## config.mk

```make
export PLATFORM = sky130hd
export DESIGN_NAME = priority_irq_encoder
export DESIGN_NICKNAME = d
export VERILOG_FILES = /design/src/rtl/priority_irq_encoder.sv
export SDC_FILE = /design/constraint.sdc
export NUM_CORES = 1
export LEC_CHECK = 0
export ABC_AREA = 0
export CAP_MARGIN = 20
export CORE_MARGIN = 2
export CORE_UTILIZATION = 44
export CTS_CLUSTER_SIZE = 20
export DETAILED_ROUTE_END_ITERATION = 10
export GPL_TIMING_DRIVEN = 0
export PLACE_DENSITY = 0.78
export SLEW_MARGIN = 20
export SYNTH_ARGS = -nofsm -noshare
export SYNTH_HDL_FRONTEND = slang
export SYNTH_SLANG_ARGS = --single-unit
```

## constraint.sdc

```tcl
create_clock -name clk -period 1.8 [get_ports clk]
set_clock_uncertainty 0.05 [all_clocks]
set_input_delay 0.36 -clock clk [delete_from_list [all_inputs] [get_ports clk]]
set_output_delay 0.36 -clock clk [all_outputs]
set_load 0.01 [all_outputs]
```

## src/rtl/priority_irq_encoder.sv

```systemverilog
// Edge-captured interrupt priority encoder with a registered valid/ready output stage.
// Define ROUND_ROBIN_EN for rotating-priority arbitration; otherwise the highest index wins.
module priority_irq_encoder #(
    parameter int N = 8
) (
    input  logic                 clk,
    input  logic                 rst,
    input  logic [N-1:0]         req,
    input  logic [N-1:0]         mask,
    input  logic                 out_ready,
    output logic [$clog2(N)-1:0] out_idx,
    output logic                 out_valid,
    output logic [N-1:0]         pending
);
    localparam int W = $clog2(N);

    // Handshake: a grant transfers on a rising edge where out_valid && out_ready;
    // out_idx/out_valid hold steady while out_valid && !out_ready.
    typedef enum logic {
        IDLE    = 1'b0,
        PRESENT = 1'b1
    } state_t;

    state_t         state_q, state_d;
    logic [N-1:0]   req_q, req_d;
    logic [N-1:0]   pending_q, pending_d;
    logic [W-1:0]   out_idx_q, out_idx_d;
    logic           armed_q, armed_d;

    logic           handshake;
    logic [N-1:0]   rise;
    logic [N-1:0]   grant_mask;
    logic [N-1:0]   cand;
    logic [W-1:0]   pick_idx;
    logic           pick_found;

    // armed_q keeps lines already high across reset release from looking like rising edges.
    always_comb begin
        handshake  = (state_q == PRESENT) && out_ready;
        rise       = armed_q ? (req & ~req_q) : '0;
        grant_mask = '0;
        if (handshake) begin
            grant_mask[out_idx_q] = 1'b1;
        end
        cand = pending_q & mask & ~grant_mask;
    end

    always_comb begin
        req_d     = req;
        armed_d   = 1'b1;
        pending_d = (pending_q & ~grant_mask) | rise;
    end

`ifdef ROUND_ROBIN_EN
    logic [W-1:0] last_q, last_d;

    // Search descends from last-1 and wraps, so the last winner has lowest priority.
    always_comb begin
        last_d     = handshake ? out_idx_q : last_q;
        pick_idx   = '0;
        pick_found = 1'b0;
        for (int k = 1; k <= N; k++) begin
            if (!pick_found && cand[(int'(last_d) + N - k) % N]) begin
                pick_idx   = W'((int'(last_d) + N - k) % N);
                pick_found = 1'b1;
            end
        end
    end

    always_ff @(posedge clk or posedge rst) begin
        if (rst) begin
            last_q <= '0;
        end else begin
            last_q <= last_d;
        end
    end
`else
    always_comb begin
        pick_idx   = '0;
        pick_found = 1'b0;
        for (int i = 0; i < N; i++) begin
            if (cand[i]) begin
                pick_idx   = W'(i);
                pick_found = 1'b1;
            end
        end
    end
`endif

    always_comb begin
        state_d = state_q;
        case (state_q)
            IDLE:    if (pick_found) state_d = PRESENT;
            PRESENT: if (handshake && !pick_found) state_d = IDLE;
            default: state_d = IDLE;
        endcase
    end

    always_comb begin
        out_idx_d = out_idx_q;
        if ((state_q == IDLE) || handshake) begin
            out_idx_d = pick_idx;
        end
    end

    always_comb begin
        out_valid = (state_q == PRESENT);
        out_idx   = out_idx_q;
        pending   = pending_q;
    end

    always_ff @(posedge clk or posedge rst) begin
        if (rst) begin
            state_q   <= IDLE;
            req_q     <= '0;
            pending_q <= '0;
            out_idx_q <= '0;
            armed_q   <= 1'b0;
        end else begin
            state_q   <= state_d;
            req_q     <= req_d;
            pending_q <= pending_d;
            out_idx_q <= out_idx_d;
            armed_q   <= armed_d;
        end
    end
endmodule

```

==> results of run 1 <==
where the power goes:
| group | leakage (nW) | total [mW] | switching [mW] | internal (mW) |
|---|---|---|---|---|
| Sequential | 0.228 | 0.725 | 0.128 | 0.598 |
| Combinational | 0.299 | 0.745 | 0.350 | 0.395 |
| Clock | 0.0150 | 0.224 | 0.138 | 0.0863 |
| Total | 0.541 | 1.69 | 0.616 | 1.08 |
layout make-up:
cell class	count	area share (%)
clock buffers	4	2.01
inverters	4	1.15
well taps	27	2.58
plain buffers	1	0.287
flip-flops and latches	21	40.4
multi-input cells	61	30.6
repair buffers	30	23.0
registers in the layout, indices dropped and copies added, names as in the netlist:
name / count
pending: 8
out_idx: 3
req_q: 8
armed_q: 1
out_valid: 1
what timing repair did:
action,in CTS,in global routing
setup buffers,0,0
setup endpoints to repair,2,0
resized for setup,2,0
cells by family (layout without fill, tap and decap cells):
family,after synthesis,after routing,synth area share (%)
AO/OA/AOI/OAI,26,26,21.7
buffers and inverters,5,39,1.99
flip-flops,21,21,55.6
other,1,1,0.397
AND/OR/NAND/NOR,34,34,20.3
synthesized netlist by cell type (2+ instances only):
cell type	instances
sky130_fd_sc_hd__nand2_1	11
sky130_fd_sc_hd__a32o_1	2
sky130_fd_sc_hd__inv_1	4
sky130_fd_sc_hd__nand2b_1	3
sky130_fd_sc_hd__a21oi_1	5
sky130_fd_sc_hd__dfrtp_1	21
sky130_fd_sc_hd__o211a_1	3
sky130_fd_sc_hd__nor2_1	4
sky130_fd_sc_hd__o21ai_0	7
sky130_fd_sc_hd__nand3b_1	6
sky130_fd_sc_hd__o211ai_2	3
sky130_fd_sc_hd__nand3_1	2
metal layers:
metal | share of wire (%) | wire length [um] | up-vias
li1 | - | - | 380
met1 | 43 | 876 | 386
met5 | 0 | 0 | -
met3 | 2.9 | 59 | 6
met2 | 51 | 1040 | 17
met4 | 2.1 | 42 | 0
metrics by stage:
step	TNS (ns)	cells
2_1_floorplan	0	87
3_3_place_gp	-0.909	144
3_5_place_dp	-0.975	144
4_1_cts	0	148
5_1_grt	0	148
6_report	0	148
path summary, 6_finish.rpt:
path / start / endpoint / slack (ns)
setup / recovery: out_ready / out_valid$_DFF_PP0_ / 0.05
hold / removal: req_q[6]$_DFF_PP0_ / pending[6]$_DFF_PP0_ / 0.39
setup reg to reg: out_idx[0]$_DFFE_PP0P_ / out_valid$_DFF_PP0_ / 0.22
hold reg to reg: req_q[6]$_DFF_PP0_ / pending[6]$_DFF_PP0_ / 0.39
max in group asynchronous: rst / out_idx[0]$_DFFE_PP0P_ / 0.72
min in group asynchronous: rst / pending[0]$_DFF_PP0_ / 0.44
worst register-to-register path, stage by stage (launching register included):
cell                       delay (ns)
sky130_fd_sc_hd__dfrtp_2         0.48
sky130_fd_sc_hd__or3b_1          0.44
sky130_fd_sc_hd__o211ai_2        0.23
sky130_fd_sc_hd__o21a_1          0.18
sky130_fd_sc_hd__nand4_1         0.09
==> results.sh, run 1 <==
export IMPL_grt_setup_unrepaired="false"
export IMPL_finish_net_count=141
export IMPL_std_cell_rows=16
export IMPL_timing_final_crit_period_ns=1.75
export IMPL_drt_vias_per_instance=5.33
export IMPL_synth_warnings=0
export IMPL_wire_length_per_cell_um=13.6
export IMPL_initial_utilization_pct=47.2
export IMPL_cts_sinks=21
export IMPL_route_vias_total=789
export IMPL_initial_antenna_violation_count=0
export IMPL_synth_avg_cell_area_sq_um=10.9
export IMPL_fp_coreArea_sq_mm=0.00200
export IMPL_count_of_buffer_and_inverter_cells_on_the_critical_path=1
export IMPL_synth_distinct_cells=28
export IMPL_power_mw=1.69
export IMPL_final_core_area_utilization_pct=65.3
export IMPL_share_of_the_synthesized_area_in_the_top_cell_type_pct=55.6
export IMPL_stdcell_area_sq_mm=0.00131
export IMPL_worst_endpoint_required_ns=1.93
export IMPL_synth_top_cells_by_area="sky130_fd_sc_hd__dfrtp_1 (56%), sky130_fd_sc_hd__nand3b_1 (4.8%), sky130_fd_sc_hd__nand2_1 (4.4%)"
export IMPL_critical_path_top_delay_family="buffers and inverters"
export IMPL_final_common_cell="sky130_fd_sc_hd__clkdlybuf4s50_1"
export IMPL_layout_cells_most_common_list="sky130_fd_sc_hd__clkdlybuf4s50_1 (30), sky130_fd_sc_hd__dfrtp_1 (19), sky130_fd_sc_hd__nand2_1 (11)"
export IMPL_area_delta_synth_final_pct=38.4
export IMPL_insertedDiodeCount=0
export IMPL_grtUsageTotal_pct=18.4
export IMPL_clock_path_buffers=2
export IMPL_synth_largest_area_cell="sky130_fd_sc_hd__dfrtp_1"
export IMPL_timing_setup_critical_path_class="primary input to register"
export IMPL_globalRouteOverflowTotal=0
export IMPL_max_cap_violations=0
export IMPL_final_setup_worst_slack_ns=0.0543
export IMPL_power_density_cells_mw_per_mm2=1300
export IMPL_clock_latency_of_the_later_clocked_register_in_the_worst_skew_pair_ns=0.30
export IMPL_synthFlopType="sky130_fd_sc_hd__dfrtp_1"
export IMPL_clock_tree_from_tritoncts="done"
export IMPL_grt_met2_usage_pct=31.8
export IMPL_die_w_um=50.3
export IMPL_finalMaxSlewViolations=0
export IMPL_path_cells="clkdlybuf4s50_1 > or3b_1 > o211ai_2 > o21a_1 > nand4_1"
export IMPL_busiest_metal_layer_after_global_routing="met2"
export IMPL_endpoints_failing_hold=0
export IMPL_levels_on_crit_path=5
export IMPL_buffer_ports_inserted=30
export IMPL_mappedNetlistNets=106
export IMPL_drive_above_1_share_pct=9.92
export IMPL_ant_nets=0
export IMPL_hold_ws_ns=0.395
export IMPL_dpl_instance_area_sq_mm=0.00128
export IMPL_dp_hpwl_um=1530
export IMPL_synth_seq_area_share_pct=55.6
export IMPL_timing_hold_worst_class="register to register"
export IMPL_grtUsageMet1_pct=22.9
export IMPL_tightestPinTransition_ns=0.785
export IMPL_power_leakage_nw=0.541
export IMPL_layout_worst_path_cycle_share_pct=97.0
export IMPL_fmax_mhz=573
export IMPL_vias_in_the_first_global_route=802
export IMPL_die_area_sq_mm=0.00253
export IMPL_cp_arrival_ns=1.88
export IMPL_async_flop_share_pct=100
export IMPL_timing_critical_path_to_type="register"
export IMPL_slew_headroom_pct=47.6
export IMPL_slowest_delay_ns=0.59
export IMPL_clockRootBuffer="sky130_fd_sc_hd__clkbuf_4"
export IMPL_irDropWorstVdd_mv=0.744
export IMPL_synth_edf_count=0
export IMPL_detail_route_wirelength_um=2010
export IMPL_drt_initial_drc_count=14
export IMPL_chipHeight_um=50.3
export IMPL_finalSetupViolations=0
export IMPL_ff_latch_area_sq_um=528
export IMPL_drt_first_pass_iters=2
export IMPL_first_pass_grt_wire_length_um=3490
export IMPL_worst_hold_path_num_cells=1
export IMPL_pin_count_of_the_biggest_net_entering_global_routing=22
export IMPL_ctsHoldBuffers=0
export IMPL_post_synth_instance_area_sq_um=945
export IMPL_fillers=172
export IMPL_globalplace_congestion=0.903
export IMPL_tritoncts_num_buffers=3
export IMPL_critical_path_slowest_cell="sky130_fd_sc_hd__clkdlybuf4s50_1"
export IMPL_startpoint_type="primary input"
export IMPL_status="finished clean"
export IMPL_cts_htree_levels=1
export IMPL_io_pins=31
export IMPL_timing_reg2reg_worst_path_depth=4
export IMPL_worstPathMaxFanout=7
export IMPL_drt_drc_violations_left=0
export IMPL_postSynthRegisterBits=21
export IMPL_syn_instance_count=87
export IMPL_cts_clk_slew_worst_paths_ns=0.11
export IMPL_groute_layer_met3_usage_pct=2.68
export IMPL_dp_slack_ns=-0.250
export IMPL_area_used_by_multi_input_combinational_logic_sq_um=400
No activity file was read; power rests on OpenSTA's default activity.
==> inputs of run 2 (changes only) <==
- TNS_END_PERCENT: not set -> 20
==> results of run 2 <==
No change in the layout: final DEF, timing and power equal those of run 1.
==> inputs of run 3 (changes only) <==
- CORE_UTILIZATION: 44 -> 47
- PLACE_DENSITY: 0.78 -> 0.82
- clock period: 1.8 -> 2.2 ns (I/O delays scaled with it)
==> results.sh, run 3 (synthesized netlist as in run 1, its figures left out) <==
export IMPL_status="finished clean"
export IMPL_cts_clk_slew_worst_paths_ns=0.12
export IMPL_endpoints_failing_hold=0
export IMPL_cts_htree_levels=1
export IMPL_area_delta_synth_final_pct=38.1
export IMPL_final_setup_worst_slack_ns=0.335
export IMPL_buffer_ports_inserted=30
export IMPL_initial_antenna_violation_count=0
export IMPL_finalSetupViolations=0
export IMPL_worstPathMaxFanout=9
export IMPL_grt_setup_unrepaired="false"
export IMPL_fp_coreArea_sq_mm=0.00192
export IMPL_stdcell_area_sq_mm=0.00131
export IMPL_cts_repair_resizes=0
export IMPL_detail_route_wirelength_um=2010
export IMPL_clock_tree_from_tritoncts="done"
export IMPL_cts_sinks=21
export IMPL_cts_post_setup_buffers_inserted=0
export IMPL_drt_first_pass_iters=4
export IMPL_io_pins=31
export IMPL_tightestPinTransition_ns=0.786
export IMPL_pin_count_of_the_biggest_net_entering_global_routing=22
export IMPL_vias_in_the_first_global_route=804
export IMPL_insertedDiodeCount=0
export IMPL_clock_path_buffers=2
export IMPL_drt_vias_per_instance=5.19
export IMPL_globalRouteOverflowTotal=0
export IMPL_drive_above_1_share_pct=8.26
export IMPL_count_of_buffer_and_inverter_cells_on_the_critical_path=1
export IMPL_route_vias_total=768
export IMPL_post_place_cells=144
export IMPL_path_cells="clkdlybuf4s50_1"
export IMPL_fillers=166
export IMPL_grtUsageTotal_pct=19.1
export IMPL_slowest_delay_ns=0.58
export IMPL_finalMaxSlewViolations=0
export IMPL_layout_cells_most_common_list="sky130_fd_sc_hd__clkdlybuf4s50_1 (30), sky130_fd_sc_hd__dfrtp_1 (21), sky130_fd_sc_hd__nand2_1 (11)"
export IMPL_timing_critical_path_to_type="primary output"
export IMPL_timing_final_crit_period_ns=1.86
export IMPL_die_area_sq_mm=0.00238
export IMPL_critical_path_top_delay_family="buffers and inverters"
export IMPL_cp_arrival_ns=1.37
export IMPL_clock_latency_of_the_later_clocked_register_in_the_worst_skew_pair_ns=0.30
export IMPL_initial_utilization_pct=49.2
export IMPL_wire_length_per_cell_um=13.6
export IMPL_irDropWorstVdd_mv=0.597
export IMPL_critical_path_slowest_cell="sky130_fd_sc_hd__clkdlybuf4s50_1"
export IMPL_die_w_um=48.8
export IMPL_ant_nets=0
export IMPL_finish_net_count=141
export IMPL_worst_endpoint_required_ns=1.71
export IMPL_slew_headroom_pct=47.5
export IMPL_stdcell_count=148
export IMPL_timing_hold_worst_class="register to register"
export IMPL_dpl_instance_area_sq_mm=0.00128
export IMPL_first_pass_grt_wire_length_um=3590
export IMPL_sum_of_negative_setup_slack_ns=0
export IMPL_clockRootBuffer="sky130_fd_sc_hd__clkbuf_4"
export IMPL_timing_setup_critical_path_class="register to primary output"
export IMPL_startpoint_type="register"
export IMPL_max_cap_violations=0
export IMPL_fmax_mhz=536
export IMPL_power_density_cells_mw_per_mm2=1060
export IMPL_ctsHoldBuffers=0
export IMPL_dp_slack_ns=0.0973
export IMPL_layout_worst_path_cycle_share_pct=84.8
export IMPL_final_core_area_utilization_pct=67.9
export IMPL_drt_initial_drc_count=12
export IMPL_globalplace_congestion=0.880
export IMPL_power_leakage_nw=0.543
export IMPL_tritoncts_num_buffers=3
export IMPL_drt_drc_violations_left=0
export IMPL_dp_hpwl_um=1530
export IMPL_final_common_cell="sky130_fd_sc_hd__clkdlybuf4s50_1"
export IMPL_std_cell_rows=16
export IMPL_chipHeight_um=48.8
## run 3: cell count changes in the layout (fill, tap and decap cells not counted)
cell and change:
sky130_fd_sc_hd__dfrtp_1 +2, sky130_fd_sc_hd__dfrtp_2 -2
## run 3: layout make-up
cell class                 instances  area [sq um]  share of cell area, %
buffer                             1          3.75                  0.288
multi-input combinational         61           400                   30.7
inverter                           4          15.0                   1.15
sequential                        21           526                   40.3
tap                               27          33.8                   2.59
clock buffer                       4          26.3                   2.01
timing repair buffer              30           300                   23.0
## run 3: metrics by stage
stage	power [mW]	hold slack, ns
2_1_floorplan	0.909	0.360
3_3_place_gp	1.19	0.373
3_5_place_dp	1.21	0.389
4_1_cts	1.39	0.410
5_1_grt	1.48	0.448
6_report	1.38	0.399
## run 3: path summary, 6_finish.rpt
kind                                              to  cells after the start  slack, ns              startpoint
worst max-delay path                      out_idx[0]                      1       0.34  out_idx[0]$_DFFE_PP0P_
worst min-delay path            pending[6]$_DFF_PP0_                      1       0.40      req_q[6]$_DFF_PP0_
worst max register to register   out_valid$_DFF_PP0_                      4       0.59  out_idx[0]$_DFFE_PP0P_
worst min register to register  pending[6]$_DFF_PP0_                      1       0.40      req_q[6]$_DFF_PP0_
max in group asynchronous       pending[0]$_DFF_PP0_                      2       1.08                     rst
min in group asynchronous         req_q[3]$_DFF_PP0_                      2       0.52                     rst
## run 3: metal layers
| layer | share of wire, % | vias to the layer above | global-route usage, % |
|---|---|---|---|
| li1 | - | 381 | - |
| met1 | 45 | 363 | 24.9 |
| met2 | 51 | 24 | 34.5 |
| met3 | 4.4 | 0 | 2.15 |
| met4 | 0 | 0 | 3.33 |
| met5 | 0 | - | 0 |
## run 3: power by group
part | switching, mW | internal, mW
registers | 0.104 | 0.485
clock network | 0.110 | 0.0704
logic | 0.287 | 0.323
total | 0.502 | 0.879
==> edit 1: new RTL, settings of run 2 <==
Change the parameter `N` from 8 to 16.
--- a/src/rtl/priority_irq_encoder.sv
+++ b/src/rtl/priority_irq_encoder.sv
@@ -1,7 +1,7 @@
 // Edge-captured interrupt priority encoder with a registered valid/ready output stage.
 // Define ROUND_ROBIN_EN for rotating-priority arbitration; otherwise the highest index wins.
 module priority_irq_encoder #(
-    parameter int N = 8
+    parameter int N = 16
 ) (
     input  logic                 clk,
     input  logic                 rst,
Ports: changed (resized mask, out_idx, pending and req); port bits go from 31 to 56. The function was not compared with the original's and may differ.
==> edit 1 against run 2 <==
The run now ends with setup timing left. Wire length increased by 120%. Cell area increased by 98%. Critical path depth increased by 2. Sequential cell count increased by 17. Synthesized area increased by 82%. Global-route usage increased by 4.0 points. Fmax decreased by 8.3%. Clock power increased to 2.7 times the old value. Sequential power increased by 56%. Worst setup slack got worse by 0.16 ns. Count of clock-buffer cells in the layout increased by 3. Power increased by 79%.
==> edit 1: results (changes against run 2) <==
Initial DRT Pass Iterations 4 (+2); Final WS setup -0.1033 ns (-0.1575 ns); post-synth cell types 41 (+46%); cts bufs inserted 5 (+2); startpoint types register; register area share after synthesis 0.5535 (-0.002759); Pleak 1.063 nW (+96%); initial DRC count 97 (+83); failing checks setup timing; vias in the first global route 1,629 (+100%); first-pass GRT wire length 7472 um (+110%); total wire length 4385 um (+120%); VDD IR-drop max 0.6060 mV (-19%); Critical Path AT 2.01 ns (+0.13 ns); reg2reg start out_idx[1]$_DFFE_PP0P_; status finished, violations left; DP Worst Slack -0.5988 ns (-0.3485 ns); routed len/inst 15.28 um (+12%); setup_tns -0.3302 ns (-0.3302 ns); final net count 273 (+94%); reg2reg path depth 7 (+3); Post-Syn Instances 163 (+87%); largest net degree at the start of global routing 27 (+23%); Synth top cells by count 38 x dfrtp_1, 22 x nand2_1, 12 x inv_1, 11 x o21ai_0; fraction of layout cells with a size suffix above 1 0.1632 (+0.06401); Final Setup Violations 5 (+5)
[edit 1: changes by cell type after synthesis, sizes merged, moves of 2 or more]
| cell | change |
|---|---|
| nand2b | +3 |
| buf | +2 |
| nand3 | +2 |
| and4b | +2 |
| dfrtp | +17 |
| clkbuf | +2 |
| a31oi | +3 |
| a21boi | +2 |
| nor2 | +5 |
| a32o | +7 |
| nand2 | +11 |
| inv | +8 |
| o211a | -2 |
| o21ai | +5 |
[edit 1: cells by family (layout without fill, tap and decap cells)]
logic type / Yosys count / in the layout / share of synthesized area
other: 1 / 1 / 0.002183
buffers and inverters: 17 / 93 / 0.04807
AO/OA/AOI/OAI: 46 / 46 / 0.2003
AND/OR/NAND/NOR: 61 / 61 / 0.1959
flip-flops: 38 / 38 / 0.5535
[edit 1: power breakdown]
group	leakage, nW	internal [W]	switching [W]
combinational	0.615	0.000706	0.000604
sequential	0.400	0.00101	0.000123
clock	0.0482	0.000309	0.000286
[edit 1: per-layer routing]
metal  global-route usage  routed length (um)  part of all wire  vias up
li1                     -                   -                 -      745
met1               0.2766                1882              0.43      747
met2               0.3913                2180              0.50       70
met3              0.06588                 282             0.064        6
met4              0.04592                  40            0.0091        0
met5                    0                   0                 0        -
[edit 1: area by class of cell]
type | count | area [sq um]
well taps | 48 | 60.06
clock inverters | 1 | 5.005
plain buffers | 5 | 41.29
inverters | 12 | 45.04
fillers | 316 | 1132
flip-flops and latches | 38 | 954.7
clock buffers | 7 | 86.33
repair buffers | 68 | 664.4
multi-input cells | 108 | 726.9
[edit 1: repair_timing]
action	4_1_cts	5_1_grt
setup endpoints to repair	5	6
gates resized for setup	12	6
hold buffers	0	0
pin swaps	3	3
buffers inserted	9	3
==> edit 2: new RTL, settings of run 2 <==
Made on the original files. Take the reset off `pending_q` and load it in a clocked block of its own.
--- a/src/rtl/priority_irq_encoder.sv
+++ b/src/rtl/priority_irq_encoder.sv
@@ -113,16 +113,18 @@
         if (rst) begin
             state_q   <= IDLE;
             req_q     <= '0;
-            pending_q <= '0;
             out_idx_q <= '0;
             armed_q   <= 1'b0;
         end else begin
             state_q   <= state_d;
             req_q     <= req_d;
-            pending_q <= pending_d;
             out_idx_q <= out_idx_d;
             armed_q   <= armed_d;
         end
     end
+
+    always_ff @(posedge clk) begin
+        pending_q <= pending_d;
+    end
 endmodule
 
Check against the original RTL: differs if rst is asserted again (counterexample within 4 cycles, from zero or initial values and one cycle with rst high); with rst held inactive, the same outputs for 10 cycles.
==> edit 2 against run 2 <==
Via count rose by 2.4%. Wire length up 2.3%. Power is 0.44% higher. Core utilization increased by 0.087 points. Synthesized cell count is the same. Worst hold slack lost 0.076 ns. Sequential cell count unchanged. Synthesized area decreased by 4.2%. Clock power is 3% higher. Worst setup slack lost 0.0022 ns. Final cell count did not move. Cell area down 2.9%. Combinational power is 0.8% lower.
==> edit 2: results (changes against run 2) <==
status completed; Cell Pwr Density 1340 nW/um^2 (+3.4%); hold crit path type in2async; register area share after synthesis 0.5367 (-0.01964); buffers added on ports 30 (unchanged); clock-cell share of area 0.02069 (+0.0005939); initial DRC count 9 (-5); Final non-clock buffer share 0.2414 (+0.008842); fraction of area in multi-input gates 0.3153 (+0.009049); first-pass GRT wire length 3677 um (+5.3%); synthesized flop and latch total 21 (unchanged); GP Congestion 0.8086 (-10%); FF-to-FF setup slack 0.17 ns (-0.05 ns); Synth top cells by count 13 x dfrtp_1, 11 x nand2_1, 8 x dfxtp_1, 7 x o21ai_0, 6 x nand3b_1; Reg-to-Reg End out_valid$_DFF_PP0_; CLK BUF 4 (unchanged); Critical Path Sink out_idx[1]; clk root buf clkbuf_4; reg2reg start out_idx[0]$_DFFE_PP0P_; Fin Hold WS 0.3194 ns (-0.07550 ns); Final WS setup 0.05209 ns (-0.002161 ns); Least-Margin Pin Slew 0.5318 ns (-0.2532 ns); clock buffer depth 2 (unchanged); Critical Path AT 1.34 ns (-0.54 ns); Synth Area in Compound Gates 0.2268 (+0.009614); Signal buffers 31 (unchanged); Top delay family on crit path buffers and inverters; placed cell count 144 (unchanged); gr usage total 0.1936 (+0.009279); CP max stage cell clkdlybuf4s50_1; fillers 175 (+1.7%); DP Worst Slack -0.3028 ns (-0.05247 ns); cts bufs inserted 3 (unchanged); Pleak 0.5341 nW (-1.4%); diode count 0 (unchanged); Worst Path Max Fanout 8 (+1); Inverters 4 (unchanged); Syn. warnings 0 (unchanged); post-synth cell types 29 (+3.6%); Initial DRT Pass Iterations 4 (+2); Synth async-reset ratio 0.6190 (-0.3810); CP startpoint out_idx[1]$_DFFE_PP0P_; count of multi-input gates 61 (unchanged); vias in the first global route 862 (+7.5%); Reg area 488.0 sq um (-7.6%); Vias/cell 5.459 (+2.4%); total wire length 2061 um (+2.3%); CORE AREA 1942 sq um (-3.0%); Synth area leaders dfrtp_1 36%, dfxtp_1 18%, nand3b_1 5.0%; VDD IR-drop max 0.7552 mV (+1.5%); H-tree depth 1 (unchanged); adder-cell share of the synthesized area 0 (unchanged); placed inst area 1239 sq um (-3.1%); HPWL reported at the end of detailed placement 1591 um (+4.0%); Routed Antenna Nets 0 (unchanged); largest net degree at the start of global routing 14 (-36%); critical path's largest stage delay 0.56 ns (-0.03 ns); Clk Latency, worst-skew pair 0.31 ns
-- edit 2: changes by cell type in the layout (fill, tap and decap cells not counted), sizes merged --
cell           delta
dfrtp             -8
dlymetal6s2s      +1
clkdlybuf4s50     -1
dfxtp             +8
-- edit 2: routing by layer --
| metal | up-vias | share of wire | GRT usage |
|---|---|---|---|
| li1 | 383 | - | - |
| met1 | 399 | 0.43 | 0.2150 |
| met2 | 22 | 0.50 | 0.3559 |
| met3 | 4 | 0.054 | 0.03988 |
| met4 | 0 | 0.013 | 0.07619 |
| met5 | - | 0 | 0 |
-- edit 2: report_power, final --
part | total [W] | internal (W) | switching [W] | leakage [nW]
Clock | 0.000231 | 0.0000866 | 0.000145 | 0.0150
Sequential | 0.000732 | 0.000600 | 0.000132 | 0.211
Combinational | 0.000739 | 0.000395 | 0.000344 | 0.308
-- edit 2: repair_timing --
action,CTS,global route
endpoints found under the setup margin,1,2
cloned,0,0
pin swaps,0,0
gates resized for setup,1,2
buffers inserted,0,0
